$ cat src/rtl/eb3_tx_pkg.sv
// eb3_tx_pkg: shared state encoding and default sizing for the tx_feeder frame buffer
package eb3_tx_pkg;
  typedef enum logic [1:0] {ST_IDLE, ST_PREAMBLE, ST_SEND, ST_FINISH} state_t;
  localparam int DEF_DEPTH = 64;
  localparam int DEF_PREAMBLE = 16;
endpackage

$ cat src/rtl/tx_feeder_ram.sv
// tx_feeder_ram: DEPTH x 8 frame store, synchronous write port and asynchronous read port
module tx_feeder_ram #(
  parameter int DEPTH = 64,
  parameter int AW = $clog2(DEPTH)
) (
  input  logic          clk,
  input  logic          we,
  input  logic [AW-1:0] waddr,
  input  logic [7:0]    wdata,
  input  logic [AW-1:0] raddr,
  output logic [7:0]    rdata
);
  logic [7:0] mem [DEPTH];
  always_ff @(posedge clk)
    if (we) mem[waddr] <= wdata;
  assign rdata = mem[raddr];
endmodule

$ cat src/rtl/tx_feeder.sv
// tx_feeder: buffers one host frame and feeds it bytewise to a transmitter; define TX_FEEDER_RESEND_EN to allow replaying the last frame
module tx_feeder import eb3_tx_pkg::*; #(
  parameter int DEPTH = DEF_DEPTH,
  parameter int PREAMBLE = DEF_PREAMBLE
) (
  input  logic       clk,
  input  logic       reset,
  input  logic [7:0] wr_data,
  input  logic       wr_en,
  output logic       wr_full,
  input  logic       send,
  input  logic       abort,
  input  logic       resend,
  output logic       busy,
  output logic       done,
  output logic       aborted,
  output logic       flag_fill,
  output logic [7:0] data,
  output logic       data_available,
  input  logic       data_consumed,
  output logic       eop
);
  localparam int PW = $clog2(DEPTH);
  localparam int CW = PW + 1;
  state_t state, state_nx;
  logic [PW-1:0] wr_ptr, rd_ptr, rd_addr;
  logic [CW-1:0] count;
  logic [7:0] pcnt, rd_data;
  logic go, wr_ok, last, take_abort, consume, restart;
`ifdef TX_FEEDER_RESEND_EN
  logic fresh;
  assign go = state == ST_IDLE && count != '0 && (send || resend);
  assign restart = fresh;
  // a finished frame stays replayable until the host starts writing a new one
  always_ff @(posedge clk)
    fresh <= reset ? 1'b0 : state == ST_FINISH ? 1'b1 : wr_ok ? 1'b0 : fresh;
`else
  logic unused_resend;
  assign unused_resend = resend;
  assign go = state == ST_IDLE && count != '0 && send;
  assign restart = 1'b0;
`endif
  assign wr_full = (count == CW'(DEPTH) && !restart) || state != ST_IDLE;
  assign wr_ok = wr_en && !wr_full;
  assign last = {1'b0, rd_ptr} == count - CW'(1);
  assign take_abort = abort && (state == ST_PREAMBLE || state == ST_SEND);
  assign consume = data_consumed && state == ST_SEND && !take_abort;
  assign rd_addr = state == ST_SEND ? rd_ptr + PW'(1) : rd_ptr;
  assign busy = state != ST_IDLE;
  assign done = state == ST_FINISH;
  assign flag_fill = state == ST_PREAMBLE;
  assign data_available = state == ST_SEND;
  assign eop = state == ST_SEND && last;
  tx_feeder_ram #(.DEPTH(DEPTH)) u_ram (
    .clk(clk),
    .we(wr_ok),
    .waddr(restart ? '0 : wr_ptr),
    .wdata(wr_data),
    .raddr(rd_addr),
    .rdata(rd_data)
  );
  always_comb
    state_nx = take_abort ? ST_IDLE :
      state == ST_IDLE ? (go ? ST_PREAMBLE : ST_IDLE) :
      state == ST_PREAMBLE ? (pcnt == 8'd1 ? ST_SEND : ST_PREAMBLE) :
      state == ST_SEND ? (consume && last ? ST_FINISH : ST_SEND) : ST_IDLE;
  always_ff @(posedge clk)
    if (reset) begin
      state <= ST_IDLE;
      count <= '0;
      wr_ptr <= '0;
      rd_ptr <= '0;
      pcnt <= '0;
      data <= '0;
      aborted <= 1'b0;
    end else begin
      state <= state_nx;
      aborted <= take_abort;
      if (take_abort) begin
        count <= '0;
        wr_ptr <= '0;
        rd_ptr <= '0;
      end else begin
        if (wr_ok) begin
          count <= restart ? CW'(1) : count + CW'(1);
          wr_ptr <= restart ? PW'(1) : wr_ptr + PW'(1);
        end
        if (go) begin
          rd_ptr <= '0;
          pcnt <= 8'(PREAMBLE);
        end
        if (state == ST_PREAMBLE) begin
          pcnt <= pcnt - 8'd1;
          if (pcnt == 8'd1) data <= rd_data;
        end
        if (consume && !last) begin
          rd_ptr <= rd_ptr + PW'(1);
          data <= rd_data;
        end
        if (state == ST_FINISH) begin
          rd_ptr <= '0;
`ifndef TX_FEEDER_RESEND_EN
          count <= '0;
          wr_ptr <= '0;
`endif
        end
      end
    end
endmodule

$ cat config.mk
export PLATFORM = sky130hd
export DESIGN_NAME = tx_feeder
export DESIGN_NICKNAME = d
export VERILOG_FILES = /design/src/rtl/eb3_tx_pkg.sv /design/src/rtl/tx_feeder_ram.sv /design/src/rtl/tx_feeder.sv
export SDC_FILE = /design/constraint.sdc
export NUM_CORES = 1
export LEC_CHECK = 0
export BUFFER_PORTS_ARGS = -buffer_cell sky130_fd_sc_hd__buf_2
export CORE_ASPECT_RATIO = 0.7
export CORE_MARGIN = 10
export CORE_UTILIZATION = 45
export CTS_CLUSTER_DIAMETER = 30
export CTS_CLUSTER_SIZE = 20
export DETAILED_ROUTE_END_ITERATION = 10
export HOLD_SLACK_MARGIN = 0.1
export RECOVER_POWER = 100
export REMOVE_ABC_BUFFERS = 1
export SYNTH_ARGS = -nofsm -noshare
export SYNTH_HDL_FRONTEND = slang
export SYNTH_SLANG_ARGS = --single-unit
$ cat constraint.sdc
create_clock -name clk -period 2.58 [get_ports clk]
set_input_delay 0 -clock clk [delete_from_list [all_inputs] [get_ports clk]]
set_output_delay 0 -clock clk [all_outputs]
set_load 0.02 [all_outputs]
After elaboration in Yosys (flattened, before gate mapping)
Memories as Yosys holds them, arrays and structs flattened.
Index checks and enable logic that the tools add are counted.

word-level totals
  flip-flop bits (word level) = 38
  input bits = 15
  memories = 1
  output and inout bits = 15
  bits in writable memories = 512

cells by class
  bitwise operators = 1
  muxes and demuxes = 16
  equality and inequality tests = 6
  reductions and logical operators = 25
  $add $sub $neg = 5

memory list
  memory     words  bits a word  rd ports  clocked after memory_dff  wr ports  line                 text
  u_ram.mem  64     8            1         0                         1         tx_feeder_ram.sv:13  logic [7:0] mem [DEPTH];

operators with widths
  cell                 number
  $mux 8               5
  $mux 6               3
  $add 6x1->6 const B  2
  $reduce_bool 2->1    5
  $logic_and 1x1->1    9
  $eq 8x1->1 const B   1
  $mux 2               4
  $sub 8x1->8 const B  1
  $add 7x1->7 const B  1
  $eq 6x7->1           1
  $eq 7x7->1 const B   1
  $reduce_bool 7->1    1
  $sub 7x1->7 const B  1
  $eq 2x2->1 const B   2
  $mux 1               4
  $logic_not 1->1      3
  $reduce_and 3->1     1
  $reduce_or 3->1      1
  $eq 2x1->1 const B   1
  $logic_not 2->1      1
  $logic_or 1x1->1     2
  $reduce_and 2->1     1
  $reduce_or 2->1      1
  $not 1->1            1

Depth between registers and ports, before layout
Gate-level depths: netlist (run 1).

  word-level depth = 10
  mapped depth = 15
  gate-level depth less buffers = 9

Modules after synthesis
Synthesis (run 1) repeated with hierarchy kept, for this count alone.

second synthesis, totals
  cells, all modules = 1210
  area total of the unflattened synthesis = 22379.0 sq um

by module, submodules not included
  module         area an instance (sq um)  sequential area each (sq um)  instances  cells an instance
  tx_feeder_ram  20006.7                   15374.7                       1          932
  tx_feeder      2372.3                    760.7                         1          278

Least setup slack after synthesis (run 1)
No wires, ideal clock.

  kind = reg-to-reg
  start = register count[0]
  end = memory u_ram.mem[31][0], enable pin
  library setup time = 324 ps
  arrival time = 2404 ps
  stages on the path, launching flop included = 13
  buffers on the path = 3
  slack = -148 ps
  cells stage by stage = dfxtp_1 -> clkbuf_1 -> inv_1 -> ha_1 -> nor2b_1 -> nand3_1 -> and3_1 -> clkbuf_1 -> and2_0 -> buf_2 -> nand3_2 -> or2_2 -> inv_1

between the ends
  longest elaborated chain between the ends = 6

RTL lines
  what                          line                 text
  from (decl)                   tx_feeder.sv:27      logic [CW-1:0] count;
  from (signal assigned)        tx_feeder.sv:85      count <= restart ? CW'(1) : count + CW'(1);
  $eq 7x7->1                    tx_feeder.sv:43      assign wr_full = (count == CW'(DEPTH) && !restart) || state != ST_IDLE;
  $logic_or 1x1->1              tx_feeder.sv:43
  $logic_not 1->1               tx_feeder.sv:44      assign wr_ok = wr_en && !wr_full;
  $logic_and 1x1->1             tx_feeder.sv:44
  $mux 1                        tx_feeder_ram.sv:15  if (we) mem[waddr] <= wdata;
  $mux 1 (implied by the code)  tx_feeder_ram.sv:15
  to (decl)                     tx_feeder_ram.sv:13

No other way between the ends.

Final worst setup path (run 1)
  start = register state[0]
  end = register data[0]

between the ends
  longest elaborated chain between the ends = 8
  elaborated cells between the ends (all ways) = 17

RTL lines
  what                                                  line             text
  from (decl)                                           tx_feeder.sv:25  state_t state, state_nx;
  from (signal assigned)                                tx_feeder.sv:77  state <= state_nx;
  branches (longest 8 deep; another with $mem_v2 64x8)  n/a
  to (signal assigned)                                  tx_feeder.sv:94  if (pcnt == 8'd1) data <= rd_data;
  to (signal assigned)                                  tx_feeder.sv:98  data <= rd_data;
  to (decl)                                             tx_feeder.sv:18  output logic [7:0] data,

Parallel ways; which one is timed is not known. The select of a mux whose other input is x is not followed.
A chain may end at the register's enable or synchronous reset.

==> metrics.md, run 1 <==
| Metric | Value |
|---|---|
| Post-route ant nets | `0` |
| Max stage delay cell, worst path | `or4_4` |
| Worst-margin pin slew | `2.208 ns` |
| H-tree Lvls | `3` |
| Most common cell after layout, fill and taps aside | `edfxtp_1` |
| # fillers | `3,937` |
| Netlist cell types | `66` |
| Drt total wl | `82,860 um` |
| Placed cell area | `27,980 um2` |
| Max Cap Viol | `8` |
| CP delay by family, top | `buffers and inverters` |
| Synthesized cell area | `24,860 um2` |
| Rows | `71` |
| Tot GR Track Use | `24.47%` |
| Mean Syn Cell Area | `13.89 um2` |
| Power per Cell Area | `681.2 nW/um2` |
| Worst-path clk slew | `0.05 ns` |
| Most frequent cells in the layout | `edfxtp_1, buf_4, a22oi_1` |
| Slew Limit Fails | `356` |
| Largest stage delay on the critical path | `0.44 ns` |
| Worst endpoint required time | `3.13 ns` |
| Nets@finish | `2,193` |
| Total grt overflow | `0` |
| Antenna violations before repair | `2` |
| Clk pwr share | `54.6%` |
| Minimum clock period | `2.811 ns` |
| Final Core Density | `62.35%` |
| Input/output buffers | `28` |
| First-pass DRT Iterations | `6` |
| Sequential fraction of design power | `42.8%` |
| CP endpoint kind | `flip-flop` |
| CP Max Fanout | `6` |
| I/O pin total | `30` |
| Sequential share of the synthesized area | `64.91%` |
| Wire length per cell | `27.85 um` |
| Flops & latches, synth | `550` |
| Reg-to-Reg Start | `state[0]` |
| Final Hold Vio Count | `0` |
| Synthesized instance count | `1,790` |
| Vias in the first global route | `18,440` |
| Crit-path most repeated cell | `buf_12` |
| Layout Skew | `0.02980 ns` |
| # DRC | `0` |
| Layout cells sized above 1 | `35.16%` |
| Crit path launch | `state[0]` |
| Rel. slew slack | `-47.21%` |
| Final period utilization | `109.0%` |
| Hold Startpoint | `reset` |
| Count of final setup violators | `11` |
| Switching power | `4851 uW` |
| Post-route cell area | `33,790 um2` |
| Critical-path cell list | `inv_2 -> ha_4 -> buf_12 -> nor2b_4 -> buf_12 -> buf_12 -> buf_8 -> buf_4 -> a22o_1 -> a221oi_2 -> a32oi_1 -> a311oi_2 -> or4_4 -> o221ai_2` |
| Maximum vdd drop | `891.2 uV` |
| TritonCTS clock tree | `yes` |
| Initial DRC count | `2,576` |
| CTS Buf Count | `93` |
| Logic gate share of total power | `2.6%` |
| Sw Share | `21.08%` |
| Die ar. | `65,200 um2` |
| Worst-case clock buffer depth | `3` |
| Fmax | `355.7 MHz` |
| Status | `finished with violations` |
| Initial Util | `45.88%` |
| FFs w/ async S/R, synth | `0%` |
| Detail Placement HPWL | `52,530 um` |
| Setup CP Type | `reg -> reg` |
| Reg2reg end | `data[0]` |
| Failing checks | `capacitance limit, slew limit, setup timing` |
| Die H | `216.7 um` |
| Via density per instance | `6.527` |
| Fin cells | `2,975` |
| Int Pwr | `18,170 uW` |
| Post-synth EDFFs | `512` |
| Leak Pwr | `0.01157 uW` |
| CP Buf/Inv Count | `6` |
| Fin worst setup slack | `-0.2313 ns` |
| Core ar. | `54,190 um2` |
| Largest net degree at the start of global routing | `65` |
| Hold Crit Class | `in -> reg` |
| Inst Count DP | `2,716` |
| Vias | `19,420` |
| Die Wd | `300.9 um` |
| RSZ-0062 raised after global routing | `true` |
| WHS Path Cells | `3` |
| Cell depth of the worst flop-to-flop path | `14` |
| Predominant post-synthesis flop cell | `edfxtp_1` |
| Crit start category | `flip-flop` |
| Clk root buf | `clkbuf_16` |
| Placer Congestion | `0.9143` |
| Layout area overhead | `35.91%` |
| Critical path data arrival time | `3.36 ns` |
| First-pass GRT wire length | `120,200 um` |
| Clock Latency Late Sink | `0.65 ns` |
| R2r setup slk | `-0.23 ns` |
| Clock sink count | `550` |
| Hold path endpoint | `aborted` |
| Ys Warns | `0` |
==> power by group through the flow <==
stage / combinational, uW / sequential (uW) / clock (uW)
5_1_grt: 623 / 9850 / 13100
3_3_place_gp: 527 / 10000 / 0
6_report: 588 / 9850 / 12600
2_1_floorplan: 204 / 10000 / 0
4_1_cts: 580 / 9850 / 12700
3_5_place_dp: 545 / 10000 / 0
==> worst max path at each step <==
stage / cells after the start / end
global route: 13 / data[6]
global placement: 13 / data[5]
CTS: 12 / data[6]
detailed placement: 13 / data[5]
floorplan: 9 / data[0]
finish: 14 / data[0]
==> layer usage <==
| layer | GRT usage, % | vias up | wire length [um] |
|---|---|---|---|
| met5 | 0 | - | 24 |
| met4 | 7.467 | 4 | 2235 |
| met3 | 8.733 | 179 | 10970 |
| met2 | 35.11 | 1244 | 35930 |
| met1 | 34.21 | 9707 | 33710 |
| li1 | - | 8283 | - |
==> cell type report <==
type | instances | area, um2 | area share (%)
Antenna cell | 1 | 2.502 | 0.007406
Clock inverter | 68 | 779.5 | 2.307
Sequential cell | 550 | 16140 | 47.77
Tap cell | 730 | 913.4 | 2.703
Timing Repair Buffer | 444 | 4476 | 13.25
Multi-Input combinational cell | 1065 | 9017 | 26.69
Clock buffer | 104 | 2411 | 7.136
Inverter | 13 | 48.80 | 0.1444
==> stage by stage <==
| stage | total power (uW) | hold WS, ns | worst slack [ns] | setup TNS (ns) |
|---|---|---|---|---|
| after floorplan | 10220 | 0.07238 | -8.404 | -66.65 |
| after global placement | 10540 | 0.3292 | -0.7156 | -3.679 |
| after detailed placement | 10560 | 0.3521 | -0.7162 | -3.795 |
| after CTS | 23080 | 0.3125 | -0.1199 | -0.8777 |
| after global routing | 23600 | 0.3720 | -0.2801 | -2.323 |
| final | 23020 | 0.3601 | -0.2313 | -1.549 |
==> cells in the mapped netlist, types with 16 or more instances <==
| master | count | area share (%) |
|---|---|---|
| nor2b_1 | 16 | 0.40 |
| clkbuf_1 | 27 | 0.41 |
| nand3_1 | 115 | 2.3 |
| a221oi_1 | 118 | 4.2 |
| a22oi_1 | 265 | 8.0 |
| nor2_1 | 116 | 1.8 |
| dfxtp_1 | 38 | 3.1 |
| a22o_1 | 102 | 3.6 |
| buf_1 | 16 | 0.24 |
| buf_4 | 32 | 0.97 |
| nand2_1 | 51 | 0.77 |
| mux4_2 | 22 | 2.0 |
| edfxtp_1 | 512 | 62 |
| a21oi_1 | 26 | 0.52 |
| buf_2 | 81 | 1.6 |
==> sequential cells by signal, summed over array words and instances, names as in the netlist <==
| name | count |
|---|---|
| aborted | 1 |
| count | 7 |
| data | 8 |
| pcnt | 8 |
| rd_ptr | 6 |
| state | 2 |
| u_ram.mem | 512 |
| wr_ptr | 6 |
==> what timing repair did <==
item	in CTS	in global routing
buffers inserted	39	26
hold buffers	14	0
resized for setup	194	107
endpoints found under the hold margin	284	0
pin swaps	54	51
endpoints found under the setup margin	9	133
cloned	15	2
==> worst register-to-register path: cells and delay by family, from the launching register on <==
family          cells  cell delay, ns
buf+inv             6            0.77
simple gates        2            0.69
fa+ha+maj           1            0.17
flops               1            0.32
compound gates      5            0.76
==> logic make-up after synthesis <==
family          Yosys count  synth area share [%]
xor+xnor                 26                 1.022
fa+ha+maj                11                0.5536
mux                      41                 2.975
simple gates            384                 7.549
buf+inv                 175                 3.714
flops                   550                 64.91
compound gates          603                 19.28
Note: power is estimated with default switching activity, not from simulation.
==> run 2, diff against run 1 <==
BUFFER_PORTS_ARGS = unset   (was -buffer_cell sky130_fd_sc_hd__buf_2)
CORE_ASPECT_RATIO = unset   (was 0.7)
DONT_BUFFER_PORTS = 1   (was unset)
==> run 2 against run 1 <==
  * The run still ends with capacitance limit, slew limit, setup timing left
  * Clock skew is essentially flat
  * Via count shrank 4.9%
  * Setup slack lost 0.066 ns
  * Final cell count shrank 4.2%
  * Hold slack lost 0.13 ns
  * Wire length shrank 7.1%
  * Core utilization shrank 3.2 points
  * Register-to-register slack lost 0.07 ns
  * Largest cell class unchanged
  * Largest power group unchanged
  * Highest routed layer unchanged
==> metrics.md, run 2 (synthesis gave the netlist of run 1 again) <==
| Metric | Value |
|---|---|
| Clock Latency Late Sink | `0.65 ns` |
| Rows | `86` |
| Maximum vdd drop | `591.6 uV` |
| Minimum clock period | `2.877 ns` |
| WHS Path Cells | `3` |
| Final Core Density | `59.12%` |
| Clk root buf | `clkbuf_16` |
| Worst endpoint required time | `3.13 ns` |
| Leak Pwr | `0.01095 uW` |
| Critical path data arrival time | `3.42 ns` |
| Initial Util | `45.30%` |
| Regs by FF count | `u_ram.mem x512, data x8, pcnt x8` |
| Fmax | `347.6 MHz` |
| Input/output buffers | `0` |
| Reg2reg end | `data[1]` |
| Most common cell after layout, fill and taps aside | `edfxtp_1` |
| Tot GR Track Use | `23.28%` |
| Final Hold Vio Count | `0` |
| Layout area overhead | `30.51%` |
| Nets@finish | `2,086` |
| Failing checks | `capacitance limit, slew limit, setup timing` |
| Drt total wl | `77,010 um` |
| Wire length per cell | `27.01 um` |
| Fin worst setup slack | `-0.2968 ns` |
| Clk pwr share | `56.6%` |
| Antenna violations before repair | `1` |
| Rel. slew slack | `-6.795%` |
| Detail Placement HPWL | `46,370 um` |
| Die ar. | `65,050 um2` |
| Vias in the first global route | `18,070` |
| Clock sink count | `550` |
| TritonCTS clock tree | `yes` |
| Largest stage delay on the critical path | `0.52 ns` |
| Layout Skew | `0.02972 ns` |
| Power per Cell Area | `739.9 nW/um2` |
| Placer Congestion | `0.9075` |
| Hold Crit Class | `in -> reg` |
| First-pass DRT Iterations | `6` |
| Die H | `255.0 um` |
| Max Cap Viol | `3` |
| Largest net degree at the start of global routing | `65` |
| Hold Startpoint | `reset` |
| CP endpoint kind | `flip-flop` |
| Critical-path cell list | `inv_2 -> ha_4 -> buf_6 -> and2_4 -> buf_16 -> buf_4 -> buf_4 -> a221oi_1 -> mux4_2 -> nor2_1 -> a311oi_1 -> buf_4 -> a31oi_1` |
| Max stage delay cell, worst path | `mux4_2` |
| Crit-path most repeated cell | `buf_4` |
| Core ar. | `54,880 um2` |
| Die Wd | `255.0 um` |
| Final period utilization | `111.5%` |
| CTS Buf Count | `105` |
| Hold path endpoint | `pcnt[3]` |
| Post-route ant nets | `0` |
| Cell depth of the worst flop-to-flop path | `13` |
| R2r setup slk | `-0.30 ns` |
| Total grt overflow | `0` |
| Worst-path clk slew | `0.05 ns` |
| Number of diodes | `0` |
| Sw Share | `20.38%` |
| First-pass GRT wire length | `113,700 um` |
| Biggest register | `u_ram.mem` |
| Vias | `18,460` |
| Most frequent cells in the layout | `edfxtp_1, a22oi_1, buf_4` |
| Worst-case clock buffer depth | `3` |
| Setup CP Type | `reg -> reg` |
| Worst-margin pin slew | `1.602 ns` |
| Layout cells sized above 1 | `29.34%` |
| Int Pwr | `19,110 uW` |
| Count of final setup violators | `8` |
| H-tree Lvls | `3` |
| # fillers | `4,153` |
| PnR Total Power | `24,010 uW` |
| I/O pin total | `30` |
| Max FFs per register | `512` |
| # DRC | `0` |
| Initial DRC count | `2,135` |
| Via density per instance | `6.475` |
| Status | `finished with violations` |
| Crit start category | `flip-flop` |
| Logic gate share of total power | `2.3%` |
| Sequential fraction of design power | `41.1%` |
| CP Max Fanout | `6` |
| RSZ-0062 raised after global routing | `true` |
| Slew Limit Fails | `194` |
| Reg-to-Reg Start | `state[0]` |
| Switching power | `4893 uW` |
-- run 2: power by group through the flow --
stage          sequential, uW  combinational, uW  clock [uW]
3_5_place_dp            10000                337           0
5_1_grt                  9870                596       14200
6_report                 9870                558       13600
3_3_place_gp            10000                330           0
4_1_cts                  9860                564       13700
2_1_floorplan           10000                204           0
-- run 2: cell type report --
cell class | instances | area [um2] | area share, %
flip-flops and latches | 550 | 16140 | 49.74
multi-input cells | 1065 | 8569 | 26.41
repair buffers | 325 | 3252 | 10.02
clock buffers | 119 | 2711 | 8.356
well taps | 704 | 880.8 | 2.715
clock inverters | 75 | 845.8 | 2.607
inverters | 13 | 48.80 | 0.1504
-- run 2: per-layer routing --
layer	part of all wire, %	routed length [um]	up-vias	track usage, %
met4	3.8	2963	2	10.27
met1	40	30880	9288	30.23
met2	48	36790	955	37.80
li1	-	-	8047	-
met3	8.3	6364	168	4.152
met5	0.017	13	-	0
-- run 2: what timing repair did --
item / CTS / global route
cloned: 10 / 2
gates resized for setup: 105 / 66
setup buffers: 11 / 15
hold buffers: 28 / 1
hold endpoints to repair: 545 / 11
pin swaps: 28 / 32
endpoints found under the setup margin: 9 / 77
-- run 2: critical path, delay by kind of cell (launching register included) --
family | cells | cell delay [ns]
buffers and inverters | 6 | 0.82
and+or+nand+nor | 2 | 0.61
muxes | 1 | 0.52
AOI/OAI and AO/OA | 3 | 0.33
DFF | 1 | 0.32
adders and majority gates | 1 | 0.19
-- run 2: per-stage QoR --
stage                     hold slack, ns  setup slack, ns  std cells  setup TNS [ns]  cell area [um2]
after global placement           0.07626           -1.090       2592          -5.438            27260
after CTS                        -0.5761          -0.2200       2834          -1.512            32150
final                             0.2301          -0.2968       2851          -1.918            32450
after detailed placement         0.07706           -1.019       2592          -5.577            27260
after floorplan                  0.07238           -8.404       1628          -66.65            23990
after global routing              0.2529          -0.3292       2851          -2.355            32450
-- run 2: how the worst max path moves through the flow --
stage | startpoint | to | slack [ns] | cells past startpoint
2_1_floorplan | state[0] | data[0] | -8.40 | 9
3_3_place_gp | state[0] | data[2] | -1.09 | 14
3_5_place_dp | state[0] | data[2] | -1.02 | 14
4_1_cts | state[0] | data[1] | -0.22 | 13
5_1_grt | state[0] | data[1] | -0.33 | 12
6_report | state[0] | data[1] | -0.30 | 13
